--- src/rtl/image_stream_gen.sv ---
// Frame source: streams a stored RGB888 image from a synchronous pixel-pair RAM,
// two pixels per clock, with vsync lead-in and per-row blanking.
module image_stream_gen #(
    parameter int WIDTH       = 768,
    parameter int HEIGHT      = 512,
    parameter int START_DELAY = 100,
    parameter int HSYNC_DELAY = 160,
    parameter int ADDR_W      = 18
) (
    input  logic              clk,
    input  logic              rst_n,
    input  logic              start,
    output logic              mem_rd_en,
    output logic [ADDR_W-1:0] mem_addr,
    input  logic [47:0]       mem_rdata,
    output logic              vsync,
    output logic              hsync,
    output logic [7:0]        DATA_R0,
    output logic [7:0]        DATA_G0,
    output logic [7:0]        DATA_B0,
    output logic [7:0]        DATA_R1,
    output logic [7:0]        DATA_G1,
    output logic [7:0]        DATA_B1,
    output logic              busy,
    output logic              frame_done,
    output logic [2:0]        dbg_state_o
);

    typedef enum logic [2:0] {
        S_IDLE  = 3'd0,
        S_VSYNC = 3'd1,
        S_HSYNC = 3'd2,
        S_DATA  = 3'd3,
        S_DONE  = 3'd4
    } state_t;

    localparam int COLS    = WIDTH / 2;
    localparam int DLY_MAX = (START_DELAY > HSYNC_DELAY) ? START_DELAY : HSYNC_DELAY;
    localparam int DLY_W   = $clog2(DLY_MAX + 1);
    localparam int COL_W   = $clog2(COLS + 1);
    localparam int ROW_W   = $clog2(HEIGHT + 1);

    localparam logic [DLY_W-1:0]  SD_LAST  = DLY_W'(START_DELAY - 1);
    localparam logic [DLY_W-1:0]  HD_LAST  = DLY_W'(HSYNC_DELAY - 1);
    localparam logic [DLY_W-1:0]  DLY_ONE  = DLY_W'(1);
    localparam logic [COL_W-1:0]  COL_LAST = COL_W'(COLS - 1);
    localparam logic [COL_W-1:0]  COL_ONE  = COL_W'(1);
    localparam logic [ROW_W-1:0]  ROW_LAST = ROW_W'(HEIGHT - 1);
    localparam logic [ROW_W-1:0]  ROW_ONE  = ROW_W'(1);
    localparam logic [ADDR_W-1:0] ADDR_ONE = ADDR_W'(1);

    state_t             state_q, state_d;
    logic [DLY_W-1:0]   dly_q, dly_d;
    logic [COL_W-1:0]   col_q, col_d;
    logic [ROW_W-1:0]   row_q, row_d;
    logic [ADDR_W-1:0]  addr_q, addr_d;
    logic [ADDR_W-1:0]  mem_addr_q, mem_addr_d;
    logic               rd_en_q, vsync_q, busy_q, done_q, hsync_q;
    logic [47:0]        hold_q;
    logic [47:0]        pix;

    always_comb begin
        state_d    = state_q;
        dly_d      = dly_q + DLY_ONE;
        col_d      = col_q;
        row_d      = row_q;
        addr_d     = addr_q;
        mem_addr_d = mem_addr_q;
        case (state_q)
            S_IDLE: begin
                if (start) begin
                    state_d = S_VSYNC;
                    row_d   = '0;
                    col_d   = '0;
                    addr_d  = '0;
                end
            end
            S_VSYNC: if (dly_q == SD_LAST) state_d = S_HSYNC;
            S_HSYNC: if (dly_q == HD_LAST) state_d = S_DATA;
            S_DATA: begin
                if (col_q == COL_LAST) begin
                    col_d = '0;
                    if (row_q == ROW_LAST) begin
                        state_d = S_DONE;
                    end else begin
                        row_d   = row_q + ROW_ONE;
                        state_d = S_HSYNC;
                    end
                end else begin
                    col_d = col_q + COL_ONE;
                end
            end
            S_DONE:  state_d = S_IDLE;
            default: state_d = S_IDLE;
        endcase
        if (state_d != state_q) dly_d = '0;
        // The address for a DATA cycle is launched on the edge that enters it.
        if (state_d == S_DATA) begin
            mem_addr_d = addr_q;
            addr_d     = addr_q + ADDR_ONE;
        end
    end

    always_ff @(posedge clk or negedge rst_n) begin
        if (!rst_n) begin
            state_q    <= S_IDLE;
            dly_q      <= '0;
            col_q      <= '0;
            row_q      <= '0;
            addr_q     <= '0;
            mem_addr_q <= '0;
            rd_en_q    <= 1'b0;
            vsync_q    <= 1'b0;
            busy_q     <= 1'b0;
            done_q     <= 1'b0;
            hsync_q    <= 1'b0;
            hold_q     <= '0;
        end else begin
            state_q    <= state_d;
            dly_q      <= dly_d;
            col_q      <= col_d;
            row_q      <= row_d;
            addr_q     <= addr_d;
            mem_addr_q <= mem_addr_d;
            rd_en_q    <= (state_d == S_DATA);
            vsync_q    <= (state_d == S_VSYNC);
            busy_q     <= (state_d != S_IDLE);
            done_q     <= (state_d == S_DONE);
            hsync_q    <= rd_en_q;
            if (hsync_q) hold_q <= mem_rdata;
        end
    end

    // RAM data is valid in the hsync cycle itself: pass it through, then hold it.
    assign pix = hsync_q ? mem_rdata : hold_q;

    assign mem_rd_en   = rd_en_q;
    assign mem_addr    = mem_addr_q;
    assign vsync       = vsync_q;
    assign hsync       = hsync_q;
    assign busy        = busy_q;
    assign frame_done  = done_q;
    assign dbg_state_o = state_q;
    assign DATA_R1     = pix[47:40];
    assign DATA_G1     = pix[39:32];
    assign DATA_B1     = pix[31:24];
    assign DATA_R0     = pix[23:16];
    assign DATA_G0     = pix[15:8];
    assign DATA_B0     = pix[7:0];

endmodule

--- config.mk ---
export PLATFORM = sky130hd
export DESIGN_NAME = image_stream_gen
export DESIGN_NICKNAME = d
export VERILOG_FILES = /design/src/rtl/image_stream_gen.sv
export SDC_FILE = /design/constraint.sdc
export NUM_CORES = 1
export LEC_CHECK = 0
export CORE_UTILIZATION = 25
export CTS_CLUSTER_DIAMETER = 150
export DETAILED_ROUTE_END_ITERATION = 7
export SYNTH_ARGS = -nofsm -noshare
export SYNTH_HDL_FRONTEND = slang
export SYNTH_SLANG_ARGS = --single-unit
--- constraint.sdc ---
create_clock -name clk -period 4.8 [get_ports clk]
set_input_delay 0.96 -clock clk [delete_from_list [all_inputs] [get_ports clk]]
set_output_delay 0.96 -clock clk [all_outputs]
set_load 0.1 [all_outputs]
==> out/results.tsv <==
metric	value	unit
outcome	finished, final reports clean	
min-delay worst type	flop to flop	
RD Place Congestion	0.7728	
Yosys warnings	0	
remaining global-route overflow	0	
Hold Startpoint	mem_rd_en$_DFF_PN0_	
Fin Setup TNS	0	ns
Syn Area/Cell	12.37	um^2
synth cell count leaders	119 x dfrtp_1, 67 x mux2_2, 37 x nand2_1	
Area contributors post-synth	dfrtp_1 57%, mux2_2 15%, mux2i_1 2.7%, nand2_1 2.7%, o21ai_0 1.7%	
Post-DP Area	6611	um^2
Post-Syn Area	5185	um^2
FILL cells	2012	
Ports	125	
area share of the largest cell type after synthesis	57.43	%
Max-Cap Viols	0	
Synth Register Bits	119	
CP Capture Type	output port	
Critical R2R Launch	dbg_state_o[2]$_DFF_PN0_	
Post-CTS Setup Inserts	0	
initial antenna violation count	0	
# diodes	0	
Detail Route Antenna Nets	0	
via count	3809	
drc violations	0	
Mapped Nets	474	
H-tree depth	4	
IO buf count	124	
Crit Path Max Fanout	49	
Slew Limit Fails	0	
Rows	52	
design area	7178	um^2
Clock Skew	0.008824	ns
Setup WS post-layout	1.341	ns
Core ar.	20300	um^2
drt pass-1 iters	4	
DR top layer	met4	
worst reg-to-reg path cell count	4	
compound-gate portion of the synthesized area	7.891	%
DP HPWL	8304	um
maximum clock insertion buffer count	2	
GRT Total Usage	11.96	%
1st-iter DRT viols	118	
metal2 WL	5550	um
wire per inst	14.68	um
vias per inst	4.589	
min Tclk post-route	3.459	ns
first-pass GRT wire length	20260	um
RSZ-0062 raised after global routing	false	
Synth Area in XOR/XNOR	1.182	%
number of global-route vias before repair	3896	
DIE AREA	21320	um^2
WHS Endpoint	hsync$_DFF_PN0_	
DIE HEIGHT	146.0	um
WHS Path Cells	0	
cts bufs inserted	17	
Req. time, crit path	3.84	ns
final setup vio count	0	
Area growth, synth to finish	38.44	%
Crit Path Class	flop to output port	
largest area contributor in the netlist	dfrtp_1	
Clock Sinks	119	
metal3 WL	726	um
post-synthesis mux area share	17.25	%
wl on met1	5781	um
Async S/R FF share, synth	100.0	%
cells resized by post-CTS repair	0	
Final Hold Fails	0	
Die W	146.0	um
Period Utilization, post-route	72.06	%
startpoint types	flop	
top-count cell post-synth	dfrtp_1	
Synth Flop Type	dfrtp_1	
layout cells sized above 1	28.93	%
Post-CTS Hold Fix Bufs	0	
initial core utilization	25.54	%
Adder-Cell Fraction of Synth Area	0.9653	%
Worst-path clk slew	0.05	ns
CTS tree	yes	
simple-gate share of the synthesized area	13.44	%
normalized max-slew margin	28.51	%
clk_lat worst skew	0.41	ns
Worst R2R End	mem_addr[11]$_DFFE_PN0N_	
root buffer cell	clkbuf_16	
Worst-Margin Slew	1.069	ns
Cells after Synth	419	
r2r setup slk	2.23	ns
crit path DAT	2.50	ns
Total Nets Final	604	
Post-Place Worst Slack	1.735	ns
drt total wl	12180	um
fmax	289.1	MHz
EDFF count, synth	0	
largest net degree at the start of global routing	62	
count of different cell masters after synthesis	51	
Seq/Total Area, Yosys	57.43	%
largest family of logic cells by synthesized area	multiplexers	
cell families (layout without fill, tap and decap cells):
logic type               count (synthesis)  count (layout)
multiplexers                            81              81
AND/OR/NAND/NOR                        123             123
XOR/XNOR                                 7               7
flip-flops                             119             119
buffers and inverters                   24             165
adder cells (fa/ha/maj)                  4               4
AO/OA/AOI/OAI                           61              61
worst max-delay path: stages, from the launching register on:
cell             delay (ns)
dfrtp_2                0.33
buf_4                  0.50
clkdlybuf4s50_1        1.25
cells in the final DEF, fill, tap and decap left out, drive strengths merged, types with 3 or more instances in the layout:
cell,instances
a221o,5
a211oi,4
and3,6
dfrtp,119
o21ai,18
nand3,13
nand2,37
clkbuf,22
or4,6
o211ai,3
inv,5
buf,55
and4,3
clkdlybuf4s50,75
ha,4
and2,4
mux2,67
nor4,11
nor3,12
clkinvlp,3
a21oi,12
o2111ai,6
or3,5
a31oi,4
nor2,7
clkinv,4
nand4,5
xnor2,4
xor2,3
mux2i,14
cell type report:
cell class,count,area [um^2],share of cell area [%]
well taps,270,337.8,4.706
clock buffers,22,494.2,6.885
flip-flops and latches,119,2979,41.50
multi-input cells,276,2112,29.42
repair buffers,130,1164,16.21
clock inverters,8,72.57,1.011
inverters,5,18.77,0.2615
worst max-delay path by stage:
stage                    startpoint    endpoint  slack (ns)  cells after the start
floorplan           hsync$_DFF_PN0_  DATA_B1[3]        1.55                      3
global route        hsync$_DFF_PN0_       hsync        1.22                      2
detailed placement  hsync$_DFF_PN0_       hsync        1.74                      2
finish              hsync$_DFF_PN0_       hsync        1.34                      2
CTS                 hsync$_DFF_PN0_       hsync        1.29                      2
global placement    hsync$_DFF_PN0_       hsync        1.77                      2
state kept, by name (all words and copies together) (netlist names):
register	flops
addr_q	18
busy	1
col_q	9
dbg_state_o	3
dly_q	8
frame_done	1
hold_q	48
hsync	1
mem_addr	18
mem_rd_en	1
row_q	10
vsync	1
metrics by stage:
stage               instances  utilization [%]  hold slack (ns)
finish                    830            35.36           0.3979
global route              830            35.36           0.4227
CTS                       830            35.36           0.4000
detailed placement        800            32.57           0.3876
global placement          800            32.57           0.3701
floorplan                 419                -           0.4394
routing by layer:
metal	vias to the layer above	global-route usage (%)
met4	0	4.948
li1	1813	-
met5	-	0
met1	1864	15.86
met2	122	18.37
met3	10	3.344
Power is not shown: default switching activity piles up to over one toggle a cycle in this logic, so the estimate is an artifact.
